==> src/rtl/p405s_gpr_pkg.sv <==
// p405s_gpr_pkg: shared constants, field offsets and types for the GPR predecode re-encoder
package p405s_gpr_pkg;

    localparam int GPR_ADDR_W = 5;
    localparam int PREDCD_W   = 10;
    localparam int GROUP_W    = 4;
    localparam int MSB_OFS    = 0;
    localparam int HI_OFS     = 2;
    localparam int LO_OFS     = 6;

    typedef struct packed {
        logic [0:GPR_ADDR_W-1] addr;
        logic                  err;
    } gpr_entry_t;

    typedef enum logic [1:0] {
        EMPTY = 2'd0,
        ONE   = 2'd1,
        TWO   = 2'd2
    } buf_state_t;

endpackage

==> src/rtl/p405s_gpr_predcd_chk.sv <==
// p405s_gpr_predcd_chk: combinational one-hot re-encode and legality check of a predecoded GPR address
module p405s_gpr_predcd_chk
    import p405s_gpr_pkg::*;
#(
    parameter bit CHECK_EN = 1'b1
) (
    input  logic [0:PREDCD_W-1] predcd,
    output gpr_entry_t          ent
);

    logic [0:GROUP_W-1] hi;
    logic [0:GROUP_W-1] lo;
    logic               legal;
    logic               err;

    assign hi    = predcd[HI_OFS +: GROUP_W];
    assign lo    = predcd[LO_OFS +: GROUP_W];
    assign legal = (predcd[MSB_OFS] != predcd[MSB_OFS+1]) && $onehot(hi) && $onehot(lo);
    assign err   = CHECK_EN && !legal;

    assign ent.err  = err;
    assign ent.addr = err ? '0 : {predcd[MSB_OFS+1], hi[2] | hi[3], hi[1] | hi[3], lo[2] | lo[3], lo[1] | lo[3]};

endmodule

==> src/rtl/p405s_gpr_addr_pre_enc.sv <==
// p405s_gpr_addr_pre_enc: registered predecode-to-binary GPR address stage with 2-entry skid buffer and error tracking
module p405s_gpr_addr_pre_enc
    import p405s_gpr_pkg::*;
#(
    parameter int ERR_CNT_W = 4,
    parameter bit CHECK_EN  = 1'b1
) (
    input  logic                  CB,
    input  logic                  resetCore,
    input  logic [0:PREDCD_W-1]   PREDCD_IN,
    input  logic                  IN_VALID,
    output logic                  IN_READY,
    output logic [0:GPR_ADDR_W-1] ADDR_OUT,
    output logic                  ADDR_ERR,
    output logic                  OUT_VALID,
    input  logic                  OUT_READY,
    output logic                  ERR_STICKY,
    input  logic                  ERR_CLR,
    output logic [0:ERR_CNT_W-1]  ERR_CNT
);

    buf_state_t           state_q, state_d;
    gpr_entry_t           head_q, head_d;
    gpr_entry_t           tail_q, tail_d;
    logic                 err_sticky_q, err_sticky_d;
    logic [0:ERR_CNT_W-1] err_cnt_q, err_cnt_d;
    gpr_entry_t           in_ent;
    logic                 in_xfer;
    logic                 out_xfer;

    p405s_gpr_predcd_chk #(.CHECK_EN(CHECK_EN)) u_chk (
        .predcd (PREDCD_IN),
        .ent    (in_ent)
    );

    assign IN_READY   = state_q != TWO;
    assign OUT_VALID  = state_q != EMPTY;
    assign ADDR_OUT   = head_q.addr;
    assign ADDR_ERR   = head_q.err;
    assign ERR_STICKY = err_sticky_q;
    assign ERR_CNT    = err_cnt_q;
    assign in_xfer    = IN_VALID && IN_READY;
    assign out_xfer   = OUT_VALID && OUT_READY;

    always_comb begin
        state_d = state_q;
        head_d  = head_q;
        tail_d  = tail_q;
        case (state_q)
            EMPTY: if (in_xfer) begin
                state_d = ONE;
                head_d  = in_ent;
            end
            ONE: if (in_xfer && out_xfer) begin
                head_d = in_ent;
            end else if (in_xfer) begin
                state_d = TWO;
                tail_d  = in_ent;
            end else if (out_xfer) begin
                state_d = EMPTY;
            end
            TWO: if (out_xfer) begin
                state_d = ONE;
                head_d  = tail_q;
            end
            default: state_d = EMPTY;
        endcase
        err_sticky_d = ERR_CLR ? 1'b0 : err_sticky_q || (in_xfer && in_ent.err);
        err_cnt_d    = ERR_CLR ? '0
                     : (in_xfer && in_ent.err && !(&err_cnt_q)) ? err_cnt_q + ERR_CNT_W'(1)
                     : err_cnt_q;
    end

    always_ff @(posedge CB) begin
        if (resetCore) begin
            state_q      <= EMPTY;
            head_q       <= '0;
            tail_q       <= '0;
            err_sticky_q <= 1'b0;
            err_cnt_q    <= '0;
        end else begin
            state_q      <= state_d;
            head_q       <= head_d;
            tail_q       <= tail_d;
            err_sticky_q <= err_sticky_d;
            err_cnt_q    <= err_cnt_d;
        end
    end

endmodule
==> config.mk <==
export PLATFORM = sky130hd
export DESIGN_NAME = p405s_gpr_addr_pre_enc
export DESIGN_NICKNAME = d
export VERILOG_FILES = /design/src/rtl/p405s_gpr_pkg.sv /design/src/rtl/p405s_gpr_predcd_chk.sv /design/src/rtl/p405s_gpr_addr_pre_enc.sv
export SDC_FILE = /design/constraint.sdc
export NUM_CORES = 1
export LEC_CHECK = 0
export ABC_AREA = 1
export BUFFER_PORTS_ARGS = -buffer_cell sky130_fd_sc_hd__buf_2
export CAP_MARGIN = 20
export CORE_ASPECT_RATIO = 1.2
export CORE_MARGIN = 2
export CORE_UTILIZATION = 35
export DETAILED_ROUTE_END_ITERATION = 10
export PLACE_DENSITY = 0.63
export SYNTH_ARGS = -nofsm -noshare
export SYNTH_HDL_FRONTEND = slang
export SYNTH_HIERARCHICAL = 1
export SYNTH_SLANG_ARGS = --single-unit
export TNS_END_PERCENT = 1
==> constraint.sdc <==
create_clock -name CB -period 3.3 [get_ports CB]
set_input_delay 0.66 -clock CB [delete_from_list [all_inputs] [get_ports CB]]
set_output_delay 0.66 -clock CB [all_outputs]
set_load 0.02 [all_outputs]
==> impl_metrics.csv <==
group,metric,value,unit
clocking,postCtsHoldBufs,0,
grt,grt_start_max_net_pins,13,
yosys,syn_area,1160,sq um
power,p_leak,0.6634,nW
placement,dp_hpwl,1909,um
clocking,cts_root_buf,"clkbuf_4",
die,dieWidth,56.55,um
layout,nFillCells,343,
clocking,cts_resized,0,
timing,fin_crit,2527,ps
timing,setup_violations,0,
yosys,synth-compound-area-share,14.24,%
route,dr.pass1.iters,4,
setup_path,reg2reg_depth,4,
placement,io_buffers,27,
power,p_total,0.0004842,W
die,rows,22,
timing,slew-limit-headroom,68.19,%
run_status,outcome,"complete, no violations",
grt,grt.total_usage,14.12,%
yosys,muxShareOfSynthArea,0,%
route,drc,0,
setup_path,crit_path_start_kind,"primary input",
grt,grt_pass1_wl,4209,um
placement,gp_congestion,0.7687,
layout,multi_input_area,650.6,sq um
timing,fin_hold_ws,459.7,ps
route,vias_per_cell,4.854,
timing,worst_pin_slew,475.8,ps
die,fp.dieH,67.06,um
die,dieArea,3792,sq um
layout,diodes,0,
clocking,clock-sinks,19,
route,wl,2335,um
die,core,3110,sq um
setup_path,cp.arrival,2730,ps
setup_path,cpMostUsedCell,"nor2_1",
clocking,cts-buffers-inserted,3,
run,max-cap-violations,0,
grt,grt_pass1_vias,1039,
setup_path,cp-end-kind,"flip-flop",
timing,tns,0,ps
clocking,postCtsSetupBuffers,0,
setup_path,r2r_slack,1940,ps
clocking,ctsHtreeMaxLevel,1,
yosys,ys_seq_elements,19,
yosys,ys_seq_area_share,32.79,%
min_path,hold_class,"reg2reg",
yosys,netlist_instances,156,
timing,rsz0062_at_grt,"no",
clocking,clockBufferDepth,2,
yosys,synth_cell_types,25,
yosys,avgSynthCellArea,7.435,sq um
setup_path,path_class,"in2reg",
yosys,synth_fa_ha_area_share,11.00,%
route,avgRoutedWirePerCell,10.66,um
route,antenna_left,0,
min_path,holdPathStages,2,
layout,area_delta_synth_final,15.21,%
setup_path,crit_chain,"buf_2 -> inv_1 -> fa_1 -> inv_1 -> ha_1 -> ha_1 -> nor2_1 -> nand2_2 -> or2_1 -> nand3_2 -> nor2_2 -> nor2_1 -> nor2_1",
setup_path,critPathMaxFanout,6,
yosys,synthXorXnorAreaFrac,0.7551,%
layout,fin_nets,208,
layout,drive_gt1_share,26.23,%
min_path,holdPathEnd,"tail_q[4]",
timing,maxSlewViolCount,0,
min_path,min-delay-start,"tail_q[4]",
clocking,cts_tree,"yes",
route,drtIter0Drc,21,
timing,fmaxAchievable,0.3958,GHz
setup_path,slowest_stage,"fa_1",
timing,finalHoldViolCount,0,
route,vias,1063,
clocking,clk_latency,300,ps
placement,dp_slack,419.6,ps
die,start_util,37.29,%
clocking,clkTransAtPathRegs,110,ps
yosys,synth_top_family_by_area,"simple AND/OR/NAND/NOR gates",
setup_path,worst_r2r_startpoint,"state_q[1]",
power,vdd_drop_max,0.1812,mV
yosys,synthSimpleGateAreaFrac,30.10,%
grt,grt_overflow,0,
timing,layout_setup_ws,773.3,ps
setup_path,slowest_delay,540,ps
setup_path,r2r-end,"tail_q[1]",
timing,skew,7.006,ps
yosys,syn_nets,180,
power,powerDensity,362.3,nW/um^2
yosys,yosysWarnings,6,
timing,finalCritPeriodShare,76.57,%
die,pin_count,28,
layout,seqCellArea,380.4,sq um
grt,antenna_found_initial,0,
setup_path,required,3500,ps
## cell usage after synthesis
cell	instances	area share [%]
nand4_1	3	1.6
nand4_4	1	1.8
nor2_1	21	6.8
nand3_1	6	2.6
or2_1	1	0.54
buf_2	1	0.43
ha_1	7	7.6
nor2_2	1	0.54
nand2_4	1	0.97
buf_4	2	1.3
a21oi_2	2	1.5
inv_2	4	1.3
a21oi_1	6	2.6
inv_1	22	7.1
nand2_2	5	2.7
nand3_2	1	0.86
o21ai_1	16	6.9
nand3_4	2	3.0
xor2_1	1	0.76
buf_6	1	0.97
dfxtp_1	19	33
a31oi_1	6	3.2
nand2_1	20	6.5
fa_1	2	3.5
nor3_1	5	2.2
## sequential cells by signal (all words and copies together), names as in the netlist
register and flops:
ADDR_ERR 1, ADDR_OUT 5, ERR_CNT 4, ERR_STICKY 1
state_q 2, tail_q 6
## per-stage QoR
stage,util [%],cell area [sq um],cells
detailed placement,42.08,1309,215
global route,42.96,1336,219
finish,42.96,1336,219
global placement,42.08,1309,215
CTS,42.96,1336,219
floorplan,-,1160,156
## layout by cell type, fill, tap and decap left out, types with 4 or more instances in the layout
master   synthesis  routed
inv_1           22      22
nand3_1          6       6
nor3_1           5       5
dfxtp_1         19      19
nand2_1         20      20
inv_2            4       4
a21oi_1          6       6
a31oi_1          6       6
buf_2            1      27
o21ai_1         16      16
ha_1             7       7
nand2_2          5       5
nor2_1          21      21
## critical path, delay by kind of cell
| kind | cells | cell delay [ps] |
|---|---|---|
| AND/OR/NAND/NOR | 7 | 900 |
| adder cells (fa/ha/maj) | 3 | 990 |
| buffers and inverters | 3 | 190 |
## final cells by class
type                    count  share of cell area, %
multi-input cells         107                  48.69
flip-flops and latches     19                  28.46
repair buffers             27                  10.11
inverters                  26                  7.303
well taps                  36                  3.371
clock buffers               3                  1.685
clock inverters             1                 0.3745
## cells by family after synthesis
family | after synthesis
buf+inv | 30
fa+ha+maj | 9
flops | 19
compound gates | 30
xor+xnor | 1
simple gates | 67
## worst max path at each step
stage / startpoint / to / slack [ps] / cells past startpoint
2_1_floorplan: PREDCD_IN[9] / ADDR_ERR / 660 / 13
3_3_place_gp: PREDCD_IN[5] / ADDR_ERR / 490 / 13
3_5_place_dp: PREDCD_IN[5] / ERR_CNT[2] / 420 / 13
4_1_cts: PREDCD_IN[5] / ERR_CNT[3] / 750 / 14
5_1_grt: PREDCD_IN[5] / ERR_CNT[2] / 550 / 13
6_report: PREDCD_IN[5] / ERR_CNT[2] / 770 / 13
## where the power goes
part / switching (W) / total, W / internal (W) / leakage (nW)
combinational: 0.0000744 / 0.000119 / 0.0000446 / 0.490
clock: 0.0000713 / 0.000117 / 0.0000452 / 0.0177
sequential: 0.00000738 / 0.000249 / 0.000241 / 0.155
total: 0.000153 / 0.000484 / 0.000331 / 0.663
## metal layers
layer	GRT usage (%)	routed length (um)
met4	8.929	57
met2	24.13	1160
met3	1.165	81
met1	16.94	1036
met5	0	0
Note: power is estimated with default switching activity, not from simulation.
